$ cat config.mk
export PLATFORM = sky130hd
export DESIGN_NAME = pipe_hazard_ctrl
export DESIGN_NICKNAME = d
export VERILOG_FILES = /design/src/rtl/pipe_ctrl_pkg.sv /design/src/rtl/raw_hazard_detect.sv /design/src/rtl/pipe_hazard_ctrl.sv
export SDC_FILE = /design/constraint.sdc
export NUM_CORES = 1
export LEC_CHECK = 0
export CORE_MARGIN = 2
export CORE_UTILIZATION = 37
export CTS_CLUSTER_DIAMETER = 40
export DETAILED_ROUTE_END_ITERATION = 16
export GPL_ROUTABILITY_DRIVEN = 0
export GPL_TIMING_DRIVEN = 0
export PLACE_DENSITY = 0.76
export SLEW_MARGIN = 20
export SYNTH_ARGS = -nofsm -noshare
export SYNTH_HDL_FRONTEND = slang
export SYNTH_SLANG_ARGS = --single-unit
export TNS_END_PERCENT = 1
$ cat constraint.sdc
create_clock -name clk -period 1.55 [get_ports clk]
set_clock_uncertainty 0.1 [all_clocks]
set_input_delay 0.2325 -clock clk [delete_from_list [all_inputs] [get_ports clk]]
set_output_delay 0.2325 -clock clk [all_outputs]
set_load 0.005 [all_outputs]
$ cat src/rtl/pipe_ctrl_pkg.sv
// Shared definitions for the pipeline sequencing controller: state encoding,
// default register-address width and the stage-enable bundle ordering.
package pipe_ctrl_pkg;

  localparam int DEF_REG_ADDR_WIDTH = 3;

  typedef enum logic [1:0] {
    ST_IDLE  = 2'd0,
    ST_RUN   = 2'd1,
    ST_STEP  = 2'd2,
    ST_DRAIN = 2'd3
  } state_e;

  // Stage enables ordered from the front of the pipe (PC) to the back (MEM/WB).
  typedef struct packed {
    logic pc;
    logic if_id;
    logic id_ex;
    logic ex_mem;
    logic mem_wb;
  } stage_en_t;

  localparam stage_en_t EN_NONE = '0;
  localparam stage_en_t EN_ALL  = '1;
  // Front of the pipe frozen, older instructions keep moving.
  localparam stage_en_t EN_HOLD_FRONT = '{pc: 1'b0, if_id: 1'b0, id_ex: 1'b1,
                                         ex_mem: 1'b1, mem_wb: 1'b1};

endpackage

$ cat src/rtl/raw_hazard_detect.sv
// Combinational RAW hazard compare: two ID-stage sources against the EX, MEM
// and WB destinations. No forwarding exists and the register file has no
// write-through, so a WB match is still a hazard.
// Build option: define PIPE_HAZARD_ZERO_REG_EN to treat register 0 as
// hardwired zero (never a hazard source or destination).
module raw_hazard_detect #(
  parameter int ADDR_WIDTH = pipe_ctrl_pkg::DEF_REG_ADDR_WIDTH
) (
  input  logic [ADDR_WIDTH-1:0] rs1,
  input  logic [ADDR_WIDTH-1:0] rs2,
  input  logic                  rs1_vld,
  input  logic                  rs2_vld,
  input  logic [ADDR_WIDTH-1:0] ex_wreg,
  input  logic [ADDR_WIDTH-1:0] mem_wreg,
  input  logic [ADDR_WIDTH-1:0] wb_wreg,
  input  logic                  ex_wreg_en,
  input  logic                  mem_wreg_en,
  input  logic                  wb_wreg_en,
  output logic                  hazard
);

  function automatic logic dst_hit(input logic [ADDR_WIDTH-1:0] src,
                                   input logic [ADDR_WIDTH-1:0] dst,
                                   input logic                  dst_en);
`ifdef PIPE_HAZARD_ZERO_REG_EN
    // Equality plus a non-zero source also rules out a zero destination.
    return dst_en && (dst == src) && (src != '0);
`else
    return dst_en && (dst == src);
`endif
  endfunction

  function automatic logic src_hit(input logic [ADDR_WIDTH-1:0] src,
                                   input logic                  src_vld);
    return src_vld && (dst_hit(src, ex_wreg,  ex_wreg_en)  ||
                       dst_hit(src, mem_wreg, mem_wreg_en) ||
                       dst_hit(src, wb_wreg,  wb_wreg_en));
  endfunction

  assign hazard = src_hit(rs1, rs1_vld) || src_hit(rs2, rs2_vld);

endmodule

$ cat src/rtl/pipe_hazard_ctrl.sv
// Sequencing controller for the 5-stage pipeline: stage-register enables,
// RAW stall with bubble insertion, and run / single-step / halt-with-drain
// control. Build option PIPE_HAZARD_ZERO_REG_EN is honoured by the hazard
// detector.
module pipe_hazard_ctrl #(
  parameter int REG_ADDR_WIDTH  = pipe_ctrl_pkg::DEF_REG_ADDR_WIDTH,
  parameter int STALL_CNT_WIDTH = 8,
  parameter int DRAIN_CYCLES    = 3
) (
  input  logic                       clk,
  input  logic                       reset,
  input  logic                       run,
  input  logic                       step_req,
  input  logic                       halt_req,
  input  logic [REG_ADDR_WIDTH-1:0]  id_rs1,
  input  logic [REG_ADDR_WIDTH-1:0]  id_rs2,
  input  logic                       id_rs1_vld,
  input  logic                       id_rs2_vld,
  input  logic [REG_ADDR_WIDTH-1:0]  ex_wreg,
  input  logic [REG_ADDR_WIDTH-1:0]  mem_wreg,
  input  logic [REG_ADDR_WIDTH-1:0]  wb_wreg,
  input  logic                       ex_wreg_en,
  input  logic                       mem_wreg_en,
  input  logic                       wb_wreg_en,
  output logic                       pc_en,
  output logic                       if_id_en,
  output logic                       id_ex_en,
  output logic                       ex_mem_en,
  output logic                       mem_wb_en,
  output logic                       id_ex_bubble,
  output logic                       hazard,
  output logic                       busy,
  output logic [1:0]                 state,
  output logic [STALL_CNT_WIDTH-1:0] stall_count
);
  import pipe_ctrl_pkg::*;

  localparam int DRAIN_CNT_WIDTH = (DRAIN_CYCLES > 1) ? $clog2(DRAIN_CYCLES) : 1;
  localparam logic [DRAIN_CNT_WIDTH-1:0] DRAIN_LOAD = DRAIN_CNT_WIDTH'(DRAIN_CYCLES - 1);
  localparam logic [DRAIN_CNT_WIDTH-1:0] DRAIN_ONE  = DRAIN_CNT_WIDTH'(1);
  localparam logic [STALL_CNT_WIDTH-1:0] STALL_ONE  = STALL_CNT_WIDTH'(1);

  state_e                     state_q, state_d;
  logic [DRAIN_CNT_WIDTH-1:0] drain_cnt_q, drain_cnt_d;
  logic [STALL_CNT_WIDTH-1:0] stall_cnt_q;
  stage_en_t                  stage_en;
  logic                       bubble;
  logic                       raw_hazard;
  logic                       issuing;

  raw_hazard_detect #(
    .ADDR_WIDTH (REG_ADDR_WIDTH)
  ) u_detect (
    .rs1         (id_rs1),
    .rs2         (id_rs2),
    .rs1_vld     (id_rs1_vld),
    .rs2_vld     (id_rs2_vld),
    .ex_wreg     (ex_wreg),
    .mem_wreg    (mem_wreg),
    .wb_wreg     (wb_wreg),
    .ex_wreg_en  (ex_wreg_en),
    .mem_wreg_en (mem_wreg_en),
    .wb_wreg_en  (wb_wreg_en),
    .hazard      (raw_hazard)
  );

  // RUN and STEP are the states that issue instructions from ID.
  assign issuing = (state_q == ST_RUN) || (state_q == ST_STEP);

  // State and drain-counter registers.
  always_ff @(posedge clk or posedge reset) begin
    // NOTE: sequential state uses non-blocking assignments so every register
    // samples pre-edge values regardless of block evaluation order.
    if (reset) begin
      state_q     <= ST_IDLE;
      drain_cnt_q <= '0;
    end else begin
      state_q     <= state_d;
      drain_cnt_q <= drain_cnt_d;
    end
  end

  // Next-state, drain-counter update and stage-enable decode.
  always_comb begin
    // NOTE: every output of this block gets a default first, so no path can
    // leave a value unassigned and infer a latch.
    state_d     = state_q;
    drain_cnt_d = drain_cnt_q;
    stage_en    = EN_NONE;
    bubble      = 1'b0;
    case (state_q)
      ST_IDLE: begin
        // halt_req has nothing to stop here and is ignored.
        if (step_req) begin
          state_d = ST_STEP;
        end else if (run) begin
          state_d = ST_RUN;
        end
      end
      ST_RUN: begin
        if (raw_hazard) begin
          stage_en = EN_HOLD_FRONT;
          bubble   = 1'b1;
        end else begin
          stage_en = EN_ALL;
        end
        if (halt_req || !run) begin
          state_d     = ST_DRAIN;
          drain_cnt_d = DRAIN_LOAD;
        end
      end
      ST_STEP: begin
        // One issue slot only; a hazard turns it into a single bubble.
        if (raw_hazard) begin
          stage_en = EN_HOLD_FRONT;
          bubble   = 1'b1;
        end else begin
          stage_en = EN_ALL;
        end
        state_d = ST_IDLE;
      end
      ST_DRAIN: begin
        // Flush EX/MEM/WB while the held IF/ID instruction stays put.
        stage_en = EN_HOLD_FRONT;
        bubble   = 1'b1;
        if (drain_cnt_q == '0) begin
          state_d = ST_IDLE;
        end else begin
          drain_cnt_d = drain_cnt_q - DRAIN_ONE;
        end
      end
    endcase
  end

  // Saturating count of issue cycles lost to RAW stalls.
  always_ff @(posedge clk or posedge reset) begin
    if (reset) begin
      stall_cnt_q <= '0;
    end else if (issuing && raw_hazard && !(&stall_cnt_q)) begin
      stall_cnt_q <= stall_cnt_q + STALL_ONE;
    end
  end

  assign pc_en        = stage_en.pc;
  assign if_id_en     = stage_en.if_id;
  assign id_ex_en     = stage_en.id_ex;
  assign ex_mem_en    = stage_en.ex_mem;
  assign mem_wb_en    = stage_en.mem_wb;
  assign id_ex_bubble = bubble;
  assign hazard       = raw_hazard;
  assign busy         = (state_q != ST_IDLE);
  assign state        = state_q;
  assign stall_count  = stall_cnt_q;

endmodule

Word level (Yosys, flattened, before mapping)
Cells that the tools add are included.
- equal/unequal tests: 13
- reduce and logical (&&, ||, !) cells: 27
- $add $sub $neg: 2
- mux-type cells: 12
- operator list (operator ; number):
    3-bit equality test ; 6
    2-bit 2-to-1 mux ; 6
    1-bit logical AND ; 10
    5-bit one-hot mux with 2 select lines ; 1
    8-bit by 1-bit adder with 8-bit output (second input constant) ; 1
    2-bit one-hot mux with 4 select lines ; 1
    8-bit AND reduction ; 1
    1-bit logical OR ; 7
    3-bit AND reduction ; 2
    5-bit 2-to-1 mux ; 1
    2-bit equality test (second input constant) ; 2
    2-bit zero test ; 2
    2-bit inequality test (second input constant) ; 2
    2-bit one-hot mux with 2 select lines ; 1
    2-bit nonzero test ; 2
    3-bit inequality test (second input constant) ; 1
    2-bit by 1-bit equality test with 1-bit output (second input constant) ; 1
    1-bit zero test ; 2
    2-bit by 1-bit inequality test with 1-bit output (second input constant) ; 1
    1-bit one-hot mux with 2 select lines ; 1
    2-bit OR reduction ; 1
    2-bit by 1-bit subtractor with 2-bit output (second input constant) ; 1
    1-bit 2-to-1 mux ; 1
- bits of input ports: 25
- register bits: 12
- output and inout port bits: 18
- word-level logic and storage cells: 57

Longest topological paths before layout
- depth after elaboration: 8
- depth in mapped cells: 6
- gate-level depth less buffers: 6

Hierarchy
A second synthesis with hierarchy kept.
- cell total of the unflattened synthesis: 104
- area total of the unflattened synthesis: 1031.0 µm²
- modules (own cells, without submodules) (module ; sequential area each (µm²) ; area an instance (µm²) ; cells each ; instances):
    pipe_hazard_ctrl ; 300.3 ; 817.0 ; 77 ; 1
    raw_hazard_detect ; 0.0 ; 214.0 ; 27 ; 1

Worst setup path after synthesis
Ideal clock, no wire load.
- path kind: register -> register
- start: register state_q[1], in the netlist state[1]
- end: register state_q[0], in the netlist state[0]
- setup time: 0.083 ns
- clock period less this slack: 1.610 ns
- cell stages (with the launch flop): 7
- arrival: 1.427 ns
- path buffers: 0
- data required time: 1.367 ns
- setup slack: -0.060 ns
- cell sequence: dfrtp_1 > inv_1 > ha_1 > and3b_1 > a211oi_1 > o211ai_1 > o21ai_0
- longest elaborated chain between the ends: 3
- elaborated cells between the ends (all ways): 9
- classes of those cells: 6 x eq/ne; 1 x mux; 2 x reduce/logical
- ends and longest elaborated chain (what ; line ; text):
    start, declared ; pipe_hazard_ctrl.sv:43 ; state_e state_q, state_d;
    start signal, assigned ; pipe_hazard_ctrl.sv:78 ; state_q <= state_d;
    2-bit equality test, or another cell as far along ; pipe_hazard_ctrl.sv:91 ; case (state_q)
    2-bit inequality test (no source line), or another cell as far along ; n/a ;
    3-bit AND reduction (no source line) ; n/a ;
Parallel ways exist; a longest one is shown, timed or not.
A chain may end at the register's enable or synchronous reset.

Worst setup path after layout
- start: register state_q[1], in the netlist state[1]
- end: output pc_en
- longest elaborated chain between the ends: 3
- elaborated cells between the ends (all ways): 5
- classes of those cells: 3 x eq/ne; 1 x mux; 1 x reduce/logical
- ends and longest elaborated chain (what ; line ; text):
    2-bit by 1-bit equality test with 1-bit output / 2-bit equality test (equally long branches) ; pipe_hazard_ctrl.sv:91 ;
    2-bit OR reduction (no source line) ; n/a ;
    5-bit one-hot mux with 2 select lines (*) ; pipe_hazard_ctrl.sv:91 ;
    end, declared ; pipe_hazard_ctrl.sv:25 ; output logic pc_en,
Every way passes the cells marked *; elsewhere a longest branch is shown, timed or not.

==> results.cfg <==
[run_status]
outcome = finished, violations left
failed_checks = setup timing

[final_layout]
antenna_cells = 0
syn_to_final_growth_pct = 70.5
postLayoutCoreUtil_pct = 65.7
final_nets = 188
finalNonFillerCells = 186
drive_gt1_share_pct = 43.6

[routing]
drtIter0Drc = 16
drt-total-wl_um = 2830
wl_per_cell_um = 15.2
vias = 965
route.detailed.drc = 0
dr.pass1.iters = 4
viasPerCell = 5.19
antenna_left = 0

[yosys]
ys_seq_area_share_pct = 32.0
ys.flop_type = dfrtp_1
syn_area_per_cell_sq_um = 9.28
synth_most_common_cell = xnor2_1
yosys_register_bits = 12
yosys.area.top_type = dfrtp_1
synth_common_cells = 18 x xnor2_1, 12 x dfrtp_1, 9 x inv_1
syn_area_sq_um = 937
synth_edf_count = 0
syn-num-nets = 132
synth_cell_types = 28
yosys-top-cells-area = dfrtp_1 32%, xnor2_1 17%, ha_1 8.0%, xor2_1 6.5%, nand4_1 5.3%
synthCells = 101
ys_warn_count = 0
synthArstFlopShare_pct = 100
synth_top_area_share_pct = 32.0

[cts]
clkTransAtPathRegs_ns = 0.08
cts.path.max_buffers = 2
cts_sinks = 12
tritoncts = yes
cts_buffers = 3
root_buffer = clkbuf_4
clock_latency_ns = 0.28
hold_buffers = 0
htreeDepth = 1

[placement]
hpwl_um = 1940
io_buffers = 42
pre_cts_slack_ns = -1.05
dpl.cell_count = 173

[die]
start_util_pct = 38.5
die-area_sq_mm = 0.00295
die_h_um = 54.3
die_x_um = 54.3
rows = 18
core_area_sq_mm = 0.00243
ioPinCount = 43

[worst_setup_path]
cp_max_fo = 4
required_ns = 1.22
worst_ep_arrival_time_ns = 1.39
worstSetupStartpointType = flop
crit_type = reg -> out
end_kind = output pin

[timing]
drv_slew = 0
fmax_mhz = 581
fin_crit_ns = 1.72
hold_slack_ns = 0.163
layout_worst_path_cycle_share_pct = 111
rsz0062_at_grt = true
setup_ws_ns = -0.171
setup-tns-final_ns = -1.13
hold_viol_final = 0
finalSetupViolations = 12
worstMarginPinSlew_ns = 0.482
slew-limit-headroom_pct = 67.8

[global_route]
grt_pass1_wl_um = 4120
grt_start_max_net_pins = 13
antenna_found_initial = 0
grt_overflow = 0
track_usage_pct = 19.1
first_global_vias = 960

[power]
power.density_mw_per_mm2 = 1600
leakagePower_nw = 0.798
vdd_drop_max_mv = 1.41

[hold_path]
min-delay-path-class = in -> async

[flow_run]
drv_cap = 0
flip-flops by register name, indices dropped and copies added, names as in the netlist:
signal	count
stall_count	8
drain_cnt_q	2
state	2
per-layer routing:
metal,GRT usage (%),vias up,share of wire [%]
li1,-,458,-
met5,0,-,0
met3,1.91,13,2.9
met1,22.7,463,40
met4,10.0,0,2.9
met2,33.5,31,54
worst max-delay path, cell delays in order, from the launching register on:
cell	delay, ns
dfrtp_1	0.40
inv_2	0.10
ha_4	0.17
inv_4	0.05
and3_4	0.18
buf_6	0.11
buf_6	0.10
path summary, 6_finish.rpt:
kind | from | endpoint | slack [ns] | cells after the start
worst max-delay path | state[1] | pc_en | -0.17 | 6
worst min-delay path | reset | state[1] | 0.16 | 2
worst max register to register | state[1] | state[0] | -0.16 | 7
worst min register to register | stall_count[7] | stall_count[7] | 0.43 | 1
max in group asynchronous | reset | stall_count[4] | 0.84 | 2
min in group clk | stall_count[7] | stall_count[7] | 0.43 | 1
cells in the final DEF (no fill, tap or decap), types with 2 or more instances in the layout:
cell,count
dlygate4sd2_1,14
buf_2,12
dfrtp_1,11
buf_4,11
xnor2_1,10
buf_6,9
xnor2_2,8
nand4_1,8
nor2_1,7
xor2_1,7
inv_1,5
clkdlybuf4s50_1,5
nand2_1,4
inv_2,3
nand3_2,3
ha_4,3
ha_1,3
clkbuf_4,3
nor3_2,2
a21oi_1,2
nor4_1,2
area by class of cell:
class,count,area (sq um)
clock buffers,4,36.3
flip-flops and latches,12,302
multi-input cells,77,742
repair buffers,51,410
fillers,202,835
well taps,30,37.5
inverters,9,36.3
plain buffers,3,33.8
logic make-up after synthesis:
group           after synthesis  share of synthesized area, %
mux                           1                          1.60
flops                        12                          32.0
xor+xnor                     25                          23.4
buf+inv                      12                          6.01
fa+ha+maj                     6                          8.01
simple gates                 34                          19.8
compound gates               11                          9.21
stage by stage:
step                power [mW]  instance area (sq um)
floorplan                 1.22                    942
global placement          1.80                   1400
detailed placement        1.85                   1400
CTS                       2.31                   1520
global route              2.73                   1600
finish                    2.56                   1600
report_power, final:
group | switching, mW | internal (mW) | total (mW)
combinational | 0.773 | 0.974 | 1.75
clock | 0.122 | 0.143 | 0.265
sequential | 0.123 | 0.428 | 0.551
repair_timing:
| item | in CTS | in global routing |
|---|---|---|
| endpoints found under the setup margin | 27 | 21 |
| resized for setup | 122 | 18 |
| pin swaps | 23 | 4 |
| setup buffers | 8 | 1 |
Note: power is estimated with default switching activity, not from simulation.
